==> config.mk <==
export PLATFORM = sky130hd
export DESIGN_NAME = soc_msp430_trace_monitor
export DESIGN_NICKNAME = d
export VERILOG_FILES = /design/src/rtl/soc_msp430_trace_pkg.sv /design/src/rtl/soc_msp430_trace_fifo.sv /design/src/rtl/soc_msp430_trace_monitor.sv
export SDC_FILE = /design/constraint.sdc
export NUM_CORES = 1
export LEC_CHECK = 0
export ABC_CLOCK_PERIOD_IN_PS = 6500
export BUFFER_PORTS_ARGS = -buffer_cell sky130_fd_sc_hd__buf_2
export CORE_MARGIN = 2
export CORE_UTILIZATION = 58
export DETAILED_ROUTE_END_ITERATION = 10
export PLACE_DENSITY = 0.9
export SYNTH_ARGS = -nofsm -noshare
export SYNTH_HDL_FRONTEND = slang
export SYNTH_SLANG_ARGS = --single-unit
==> constraint.sdc <==
create_clock -name clk -period 6.5 [get_ports clk]
set_clock_uncertainty 0.2 [all_clocks]
set_input_delay 1.3 -clock clk [delete_from_list [all_inputs] [get_ports clk]]
set_output_delay 1.3 -clock clk [all_outputs]
set_load 0.02 [all_outputs]
==> src/rtl/soc_msp430_trace_pkg.sv <==
// Shared definitions for the MSP430 trace monitor: default magic instruction
// encodings and the record held in the output slot.
package soc_msp430_trace_pkg;

    localparam logic [15:0] DEFAULT_TERM_INSN  = 16'h4343;
    localparam logic [15:0] DEFAULT_PRINT_INSN = 16'h4333;
    localparam int          CORE_IDX_W         = 4;
    localparam int          MAX_CORES          = 16;

    typedef struct packed {
        logic [CORE_IDX_W-1:0] core;
        logic [7:0]            ch;
    } out_rec_t;

endpackage

==> src/rtl/soc_msp430_trace_fifo.sv <==
// Per-core print FIFO: 8-bit entries, extra pointer MSB distinguishes full from
// empty. The head entry is read combinationally so the output slot can load it.
module soc_msp430_trace_fifo #(
    parameter int DEPTH = 4
) (
    input  logic       clk,
    input  logic       rst_n,
    input  logic       push,
    input  logic [7:0] push_data,
    input  logic       pop,
    output logic [7:0] pop_data,
    output logic       full,
    output logic       empty
);

    localparam int AW = $clog2(DEPTH);

    logic [AW:0] wr_ptr_reg;
    logic [AW:0] rd_ptr_reg;
    logic [7:0]  mem [DEPTH];
    logic        do_push;
    logic        do_pop;

    assign empty    = (wr_ptr_reg == rd_ptr_reg);
    assign full     = (wr_ptr_reg[AW] != rd_ptr_reg[AW]) &&
                      (wr_ptr_reg[AW-1:0] == rd_ptr_reg[AW-1:0]);
    assign do_pop   = pop && !empty;
    // A pop on the same edge frees the slot a push into a full FIFO needs.
    assign do_push  = push && (!full || do_pop);
    assign pop_data = mem[rd_ptr_reg[AW-1:0]];

    always_ff @(posedge clk or negedge rst_n) begin
        if (!rst_n) begin
            wr_ptr_reg <= '0;
            rd_ptr_reg <= '0;
        end else begin
            if (do_push) wr_ptr_reg <= wr_ptr_reg + 1'b1;
            if (do_pop)  rd_ptr_reg <= rd_ptr_reg + 1'b1;
        end
    end

    always_ff @(posedge clk) begin
        if (do_push) mem[wr_ptr_reg[AW-1:0]] <= push_data;
    end

endmodule

==> src/rtl/soc_msp430_trace_monitor.sv <==
// Watches retired-instruction traces from several MSP430 cores, collects their
// print characters into per-core FIFOs and serialises them round-robin.
module soc_msp430_trace_monitor
    import soc_msp430_trace_pkg::*;
#(
    parameter int          NUM_CORES  = 1,
    parameter int          FIFO_DEPTH = 4,
    parameter logic [15:0] TERM_INSN  = DEFAULT_TERM_INSN,
    parameter logic [15:0] PRINT_INSN = DEFAULT_PRINT_INSN,
    parameter logic [31:0] TIMEOUT    = 32'd0
) (
    input  logic                        clk,
    input  logic                        rst_n,
    input  logic [NUM_CORES-1:0]        trace_valid,
    input  logic [NUM_CORES-1:0][15:0]  trace_insn,
    input  logic [NUM_CORES-1:0][15:0]  trace_r3,
    output logic                        out_valid,
    input  logic                        out_ready,
    output logic [3:0]                  out_core,
    output logic [7:0]                  out_char,
    output logic [NUM_CORES-1:0]        terminated,
    output logic [NUM_CORES-1:0][15:0]  exit_code,
    output logic [NUM_CORES-1:0]        overflow,
    output logic [31:0]                 cycles,
    output logic                        timeout,
    output logic                        done
);

    logic [NUM_CORES-1:0]       live;
    logic [NUM_CORES-1:0]       push;
    logic [NUM_CORES-1:0]       pop;
    logic [NUM_CORES-1:0]       full;
    logic [NUM_CORES-1:0]       empty;
    logic [MAX_CORES-1:0]       empty_pad;
    logic [7:0]                 head_pad [MAX_CORES];

    logic [NUM_CORES-1:0]       terminated_reg, terminated_next;
    logic [NUM_CORES-1:0][15:0] exit_code_reg, exit_code_next;
    logic [NUM_CORES-1:0]       overflow_reg, overflow_next;
    logic [31:0]                cycles_reg, cycles_next;
    logic                       timeout_reg, done_reg;

    out_rec_t                   slot_reg;
    logic                       out_valid_reg;
    logic [3:0]                 rr_ptr_reg, rr_next;
    logic [3:0]                 grant_idx;
    logic                       grant_found;
    logic                       load_en;
    logic                       take;
    logic                       all_term;

    // Cores beyond NUM_CORES are padded as permanently empty so the arbiter
    // can index a fixed 16-entry view with the 4-bit core number.
    for (genvar gi = 0; gi < MAX_CORES; gi++) begin : g_core
        if (gi < NUM_CORES) begin : g_live
            logic [7:0] head;

            assign live[gi] = trace_valid[gi] && !terminated_reg[gi];
            assign push[gi] = live[gi] && (trace_insn[gi] == PRINT_INSN);
            assign pop[gi]  = take && (grant_idx == 4'(gi));

            soc_msp430_trace_fifo #(
                .DEPTH (FIFO_DEPTH)
            ) u_fifo (
                .clk       (clk),
                .rst_n     (rst_n),
                .push      (push[gi]),
                .push_data (trace_r3[gi][7:0]),
                .pop       (pop[gi]),
                .pop_data  (head),
                .full      (full[gi]),
                .empty     (empty[gi])
            );

            assign empty_pad[gi] = empty[gi];
            assign head_pad[gi]  = head;
        end else begin : g_pad
            assign empty_pad[gi] = 1'b1;
            assign head_pad[gi]  = 8'h00;
        end
    end

    assign all_term = &terminated_reg;
    assign load_en  = !out_valid_reg || out_ready;
    assign take     = load_en && grant_found;

    // Round-robin search begins at rr_ptr_reg, the core after the last grant.
    always_comb begin
        logic [4:0] sum;
        logic [4:0] inc;
        grant_found = 1'b0;
        grant_idx   = 4'd0;
        sum         = 5'd0;
        for (int k = 0; k < NUM_CORES; k++) begin
            sum = {1'b0, rr_ptr_reg} + 5'(k);
            if (sum >= 5'(NUM_CORES)) sum = sum - 5'(NUM_CORES);
            if (!grant_found && !empty_pad[sum[3:0]]) begin
                grant_found = 1'b1;
                grant_idx   = sum[3:0];
            end
        end
        inc     = {1'b0, grant_idx} + 5'd1;
        rr_next = (inc == 5'(NUM_CORES)) ? 4'd0 : inc[3:0];
    end

    always_comb begin
        terminated_next = terminated_reg;
        exit_code_next  = exit_code_reg;
        overflow_next   = overflow_reg;
        for (int i = 0; i < NUM_CORES; i++) begin
            if (live[i] && (trace_insn[i] == TERM_INSN)) begin
                terminated_next[i] = 1'b1;
                exit_code_next[i]  = trace_r3[i];
            end
            if (push[i] && full[i] && !pop[i]) overflow_next[i] = 1'b1;
        end
        cycles_next = cycles_reg;
        if (!all_term && (cycles_reg != 32'hFFFF_FFFF)) cycles_next = cycles_reg + 32'd1;
    end

    always_ff @(posedge clk or negedge rst_n) begin
        if (!rst_n) begin
            terminated_reg <= '0;
            exit_code_reg  <= '0;
            overflow_reg   <= '0;
            cycles_reg     <= '0;
            timeout_reg    <= 1'b0;
            done_reg       <= 1'b0;
            slot_reg       <= '0;
            out_valid_reg  <= 1'b0;
            rr_ptr_reg     <= '0;
        end else begin
            terminated_reg <= terminated_next;
            exit_code_reg  <= exit_code_next;
            overflow_reg   <= overflow_next;
            cycles_reg     <= cycles_next;
            timeout_reg    <= timeout_reg ||
                              ((TIMEOUT != 32'd0) && (cycles_next == TIMEOUT));
            done_reg       <= done_reg || (all_term && (&empty) && !out_valid_reg);
            if (load_en) begin
                out_valid_reg <= grant_found;
                if (grant_found) begin
                    slot_reg.core <= grant_idx;
                    slot_reg.ch   <= head_pad[grant_idx];
                    rr_ptr_reg    <= rr_next;
                end
            end
        end
    end

    assign out_valid  = out_valid_reg;
    assign out_core   = slot_reg.core;
    assign out_char   = slot_reg.ch;
    assign terminated = terminated_reg;
    assign exit_code  = exit_code_reg;
    assign overflow   = overflow_reg;
    assign cycles     = cycles_reg;
    assign timeout    = timeout_reg;
    assign done       = done_reg;

endmodule

-- Word level (Yosys, flattened, before mapping)
Memories as Yosys holds them, arrays and structs flattened.
Cells that the tools add are included.
- reduce and logical (&&, ||, !) cells: 23
- $lt $le $gt $ge: 3
- equal/unequal tests: 7
- bitwise logic cells: 2
- add/subtract/negate cells: 5
- muxes and demuxes: 11
- operators with widths (cell ; number):
    32-bit by 1-bit adder with 32-bit output (second input constant) ; 1
    8-bit binary-select mux with 4-bit select ; 1
    16-bit by 15-bit == test with 1-bit output (second input constant) ; 2
    32-bit != test (second input constant) ; 1
    8-bit 2-to-1 mux ; 2
    1-bit logical AND ; 13
    4-bit 2-to-1 mux ; 3
    3-bit by 1-bit adder with 3-bit output (second input constant) ; 2
    4-bit by 1-bit adder with 5-bit output (second input constant) ; 1
    5-bit by 1-bit == test with 1-bit output (second input constant) ; 1
    5-bit >= comparator (second input constant) ; 1
    1-bit logical NOT ; 5
    4-bit by 5-bit less-than comparator with 1-bit output (second input constant) ; 1
    4-bit NOT with 5-bit output ; 1
    1-bit binary-select mux with 4-bit select ; 1
    4-bit by 1-bit >= comparator with 1-bit output (second input constant) ; 1
    4-bit logical NOT ; 1
    1-bit 2-to-1 mux ; 4
    4-bit by 1-bit subtractor with 4-bit output (second input constant) ; 1
    3-bit == test ; 1
    1-bit logical OR ; 3
    2-bit == test ; 1
    2-bit AND reduction ; 1
    1-bit != test ; 1
    1-bit NOT ; 1
- input port bits: 36
- RAM bits: 32
- register bits: 74
- memories kept: 1
- output and inout port bits: 65
- logic and storage cells: 63
- memory list (name ; words ; width ; read ports ; clocked after Yosys merged registers in ; write ports ; RTL line ; source):
    g_core[0].g_live.u_fifo.mem ; 4 ; 8 ; 1 ; 0 ; 1 ; soc_msp430_trace_fifo.sv:20 ; logic [7:0] mem [DEPTH];

-- Logic depth before layout (Yosys ltp)
- depth after elaboration: 12
- mapped depth: 8
- depth with buffers taken out: 7

-- Modules after synthesis
Synthesis repeated with hierarchy kept, for this count alone.
- cell total of the unflattened synthesis: 346
- area, all modules: 4709.5 um^2
- modules (own cells, without submodules) (module ; instances ; cells an instance ; seq. area each (um^2) ; area each (um^2)):
    soc_msp430_trace_monitor ; 1 ; 261 ; 1701.6 ; 3106.7
    soc_msp430_trace_fifo ; 1 ; 85 ; 1111.1 ; 1602.8

-- Least setup slack after synthesis
No wires, ideal clock.
- kind: in2reg
- start: in trace_insn[13] (netlist bit)
- end: mem g_core[0].g_live.u_fifo.mem[3][0] (enable)
- buffers on the path: 0
- path slack: 2.992 ns
- library setup time: 0.340 ns
- cell stages on the path: 4
- arrival: 2.969 ns
- data required time: 5.960 ns
- cells stage by stage: or3_1 > or4_1 > nor4_1 > and3_1
- cells in the longest elaborated chain, start to end: 5
- ends and longest elaborated chain (element ; RTL line ; source):
    from (decl) ; soc_msp430_trace_monitor.sv:15 ; input logic [NUM_CORES-1:0][15:0] trace_insn,
    16-bit by 15-bit == test with 1-bit output ; soc_msp430_trace_monitor.sv:59 ; assign push[gi] = live[gi] && (trace_insn[gi] == PRINT_INSN);
    1-bit logical AND ; soc_msp430_trace_monitor.sv:59 ;
    1-bit logical AND ; soc_msp430_trace_fifo.sv:29 ; assign do_push = push && (!full || do_pop);
    1-bit 2-to-1 mux ; soc_msp430_trace_fifo.sv:43 ; if (do_push) mem[wr_ptr_reg[AW-1:0]] <= push_data;
    1-bit 2-to-1 mux (not written as such) ; soc_msp430_trace_fifo.sv:43 ;
    to (decl) ; soc_msp430_trace_fifo.sv:20 ;
Every way passes these cells.

-- Worst setup path in the final report
- start: in trace_insn[13] (netlist bit)
- end: mem g_core[0].g_live.u_fifo.mem[3][6] (enable)
Same word-level chain as after synthesis.

==> impl_metrics.tcl <==
set metrics [dict create \
    cts_buffers 9 \
    setup_viol 0 \
    period_share 0.5577 \
    synth_most_common_cell "dfrtp_1" \
    place_inst 523 \
    drive_above_1_share 0.3524 \
    gp_congestion 0.8304 \
    dr_wl_met2_um 4630 \
    post-place-ws_ns 2.558 \
    cellLeakagePower_uw 0.002534 \
    maxSlewViolCount 0 \
    drcViolationCount 0 \
    arrival_ns 3.44 \
    placed_area_mm2 0.005147 \
    vias_per_cell 5.571 \
    ys_seq_area_frac 0.6201 \
    cts_setup_buffers 0 \
    cpPeakStageDelay_ns 0.76 \
    synth_area_per_cell_um2 14.00 \
    status "finished, final reports clean" \
    path_clk_slew_ns 0.11 \
    antenna_violating_nets_post_route 0 \
    overflow 0 \
    netlist_instances 324 \
    area_delta_synth_final_pct 17.93 \
    fmax_mhz 275.9 \
    grt_pass1_wl_um 15810 \
    die_y_um 92.43 \
    cts_root_buf "clkbuf_8" \
    ys.flop_type "dfrtp_1" \
    wl_met1_um 4027 \
    cap_viol_max_count 0 \
    async_flop_share 0.6981 \
    p_per_area_mw_per_mm2 313.0 \
    yosysWarnings 0 \
    clockBufferDepth 2 \
    die_area_mm2 0.008543 \
    drt-pass1-iter-count 5 \
    ys_types 43 \
    worstSkewPairLatency_ns 0.36 \
    die_x_um 92.43 \
    synth-seq-cells 106 \
    slew_headroom 0.2914 \
    core_mm2 0.007647 \
    setup.worst_path.end_class "flop" \
    fillCellCount 505 \
    utilization 0.6994 \
    drt_iter0_markers 212 \
    grt_use_total 0.2404 \
    grt_pass1_vias 3137 \
    highest_layer "met4" \
    finalHoldViolCount 0 \
    wire_per_inst_um 17.20 \
    rsz0062_at_grt "no" \
    synth_edf_count 32 \
    synth_top_area_frac 0.4083 \
    wl_met3_um 419 \
    htreeDepth 3 \
    finalSetupTns_ns 0 \
    wl_um 9273 \
    worstPathCellList "buf_2 > or3_1 > or4_1 > nor4_1 > and3_1" \
    stdcell_count 539 \
    yosys.area.top_type "dfrtp_1" \
    grt_max_degree 75 \
    start_util 0.5931 \
    crit_type "primary input to flop" \
    hold_path.class "flop to flop" \
    yosys-top-cells-count "dfrtp_1, edfxtp_1, mux2_2, xnor2_1, nand4_1" \
    mappedNetlistArea_mm2 0.004536 \
    setup_slack_ns 2.875 \
    start_kind "primary input" \
    hpwl_um 6610 \
    critPathSlowestCell "nor4_1" \
    vias 3003 \
    portBuffers 99 \
    layout_min_cycle_time_ns 3.625 \
    num_antenna_cells 0 \
    nNetsFinal 479 \
    antenna_found_initial 0 \
    crit_required_ns 6.31 \
    yosys-top-cells-area "dfrtp_1, edfxtp_1, mux2_2, xnor2_1, mux4_2" \
    post_cts_resized 0 \
    clock-sinks 106 \
    worstMarginPinSlew_ns 1.053 \
    hold_buffers 0 \
    final_area_mm2 0.005349 \
    vdd_drop_max_v 0.0001847 \
    pin_count 101 \
    fp-row-count 32 \
    ff2ff_setup_slack_ns 3.20 \
    cts_tree "built" \
    critical_path.max_fanout 9 \
]
[area by class of cell]
class | instances | area (um2) | area share
Clock inverter | 6 | 73.82 | 0.01380
Tap cell | 102 | 127.6 | 0.02386
Sequential cell | 106 | 2813 | 0.5258
Clock buffer | 10 | 127.6 | 0.02386
Multi-Input combinational cell | 205 | 1660 | 0.3104
Inverter | 9 | 33.78 | 0.006316
Timing Repair Buffer | 101 | 513.0 | 0.09591
[placed cells by master, fill, tap and decap left out, drive strengths merged, types with 7 or more instances in the layout]
cell,n
and3,10
buf,101
clkbuf,10
conb,7
dfrtp,74
edfxtp,32
ha,11
inv,11
mux2,27
mux4,8
nand2,14
nand3,14
nand4,17
nor2,13
xnor2,25
xor2,12
[per-stage QoR]
stage | hold WS, ns | power, uW
after global routing | 0.2057 | 1765
after floorplan | 0.2299 | 1149
after detailed placement | 0.1725 | 1277
after CTS | 0.1979 | 1684
final | 0.1919 | 1674
after global placement | 0.1680 | 1250
[logic make-up (layout without fill, tap and decap cells)]
logic type | Yosys count | in the layout | synth area share
AO/OA/AOI/OAI | 13 | 13 | 0.01876
buffers and inverters | 18 | 126 | 0.01793
flip-flops | 106 | 106 | 0.6201
XOR/XNOR | 37 | 37 | 0.07145
other | 2 | 7 | 0.001656
adder cells (fa/ha/maj) | 11 | 11 | 0.03034
multiplexers | 35 | 35 | 0.1068
AND/OR/NAND/NOR | 102 | 102 | 0.1330
[routing by layer]
| layer | GRT usage | vias to the layer above |
|---|---|---|
| li1 | - | 1393 |
| met1 | 0.3307 | 1515 |
| met2 | 0.3838 | 80 |
| met3 | 0.03743 | 15 |
| met4 | 0.1070 | 0 |
| met5 | 0 | - |
[path summary, 6_finish.rpt]
path                                startpoint                                    end  cells after the start
worst max-delay path            trace_insn[13]      g_core[0].g_live.u_fifo.mem[3][6]                      5
max in group asynchronous                rst_n  g_core[0].g_live.u_fifo.rd_ptr_reg[1]                      1
worst min-delay path             rr_ptr_reg[3]                          rr_ptr_reg[3]                      0
worst max register to register   rr_ptr_reg[0]      g_core[0].g_live.u_fifo.mem[3][6]                      6
worst min register to register   rr_ptr_reg[3]                          rr_ptr_reg[3]                      0
min in group asynchronous                rst_n                            out_core[1]                      1
[power by group]
group	internal (uW)	switching, uW	total [uW]
clock	183	225	408
combinational	204	232	436
sequential	752	77.6	830
total	1140	534	1670
[critical path, delay by kind of cell]
family | cells | cell delay (ns)
buf+inv | 1 | 0.10
simple gates | 4 | 2.03
Note: power is estimated with default switching activity, not from simulation.
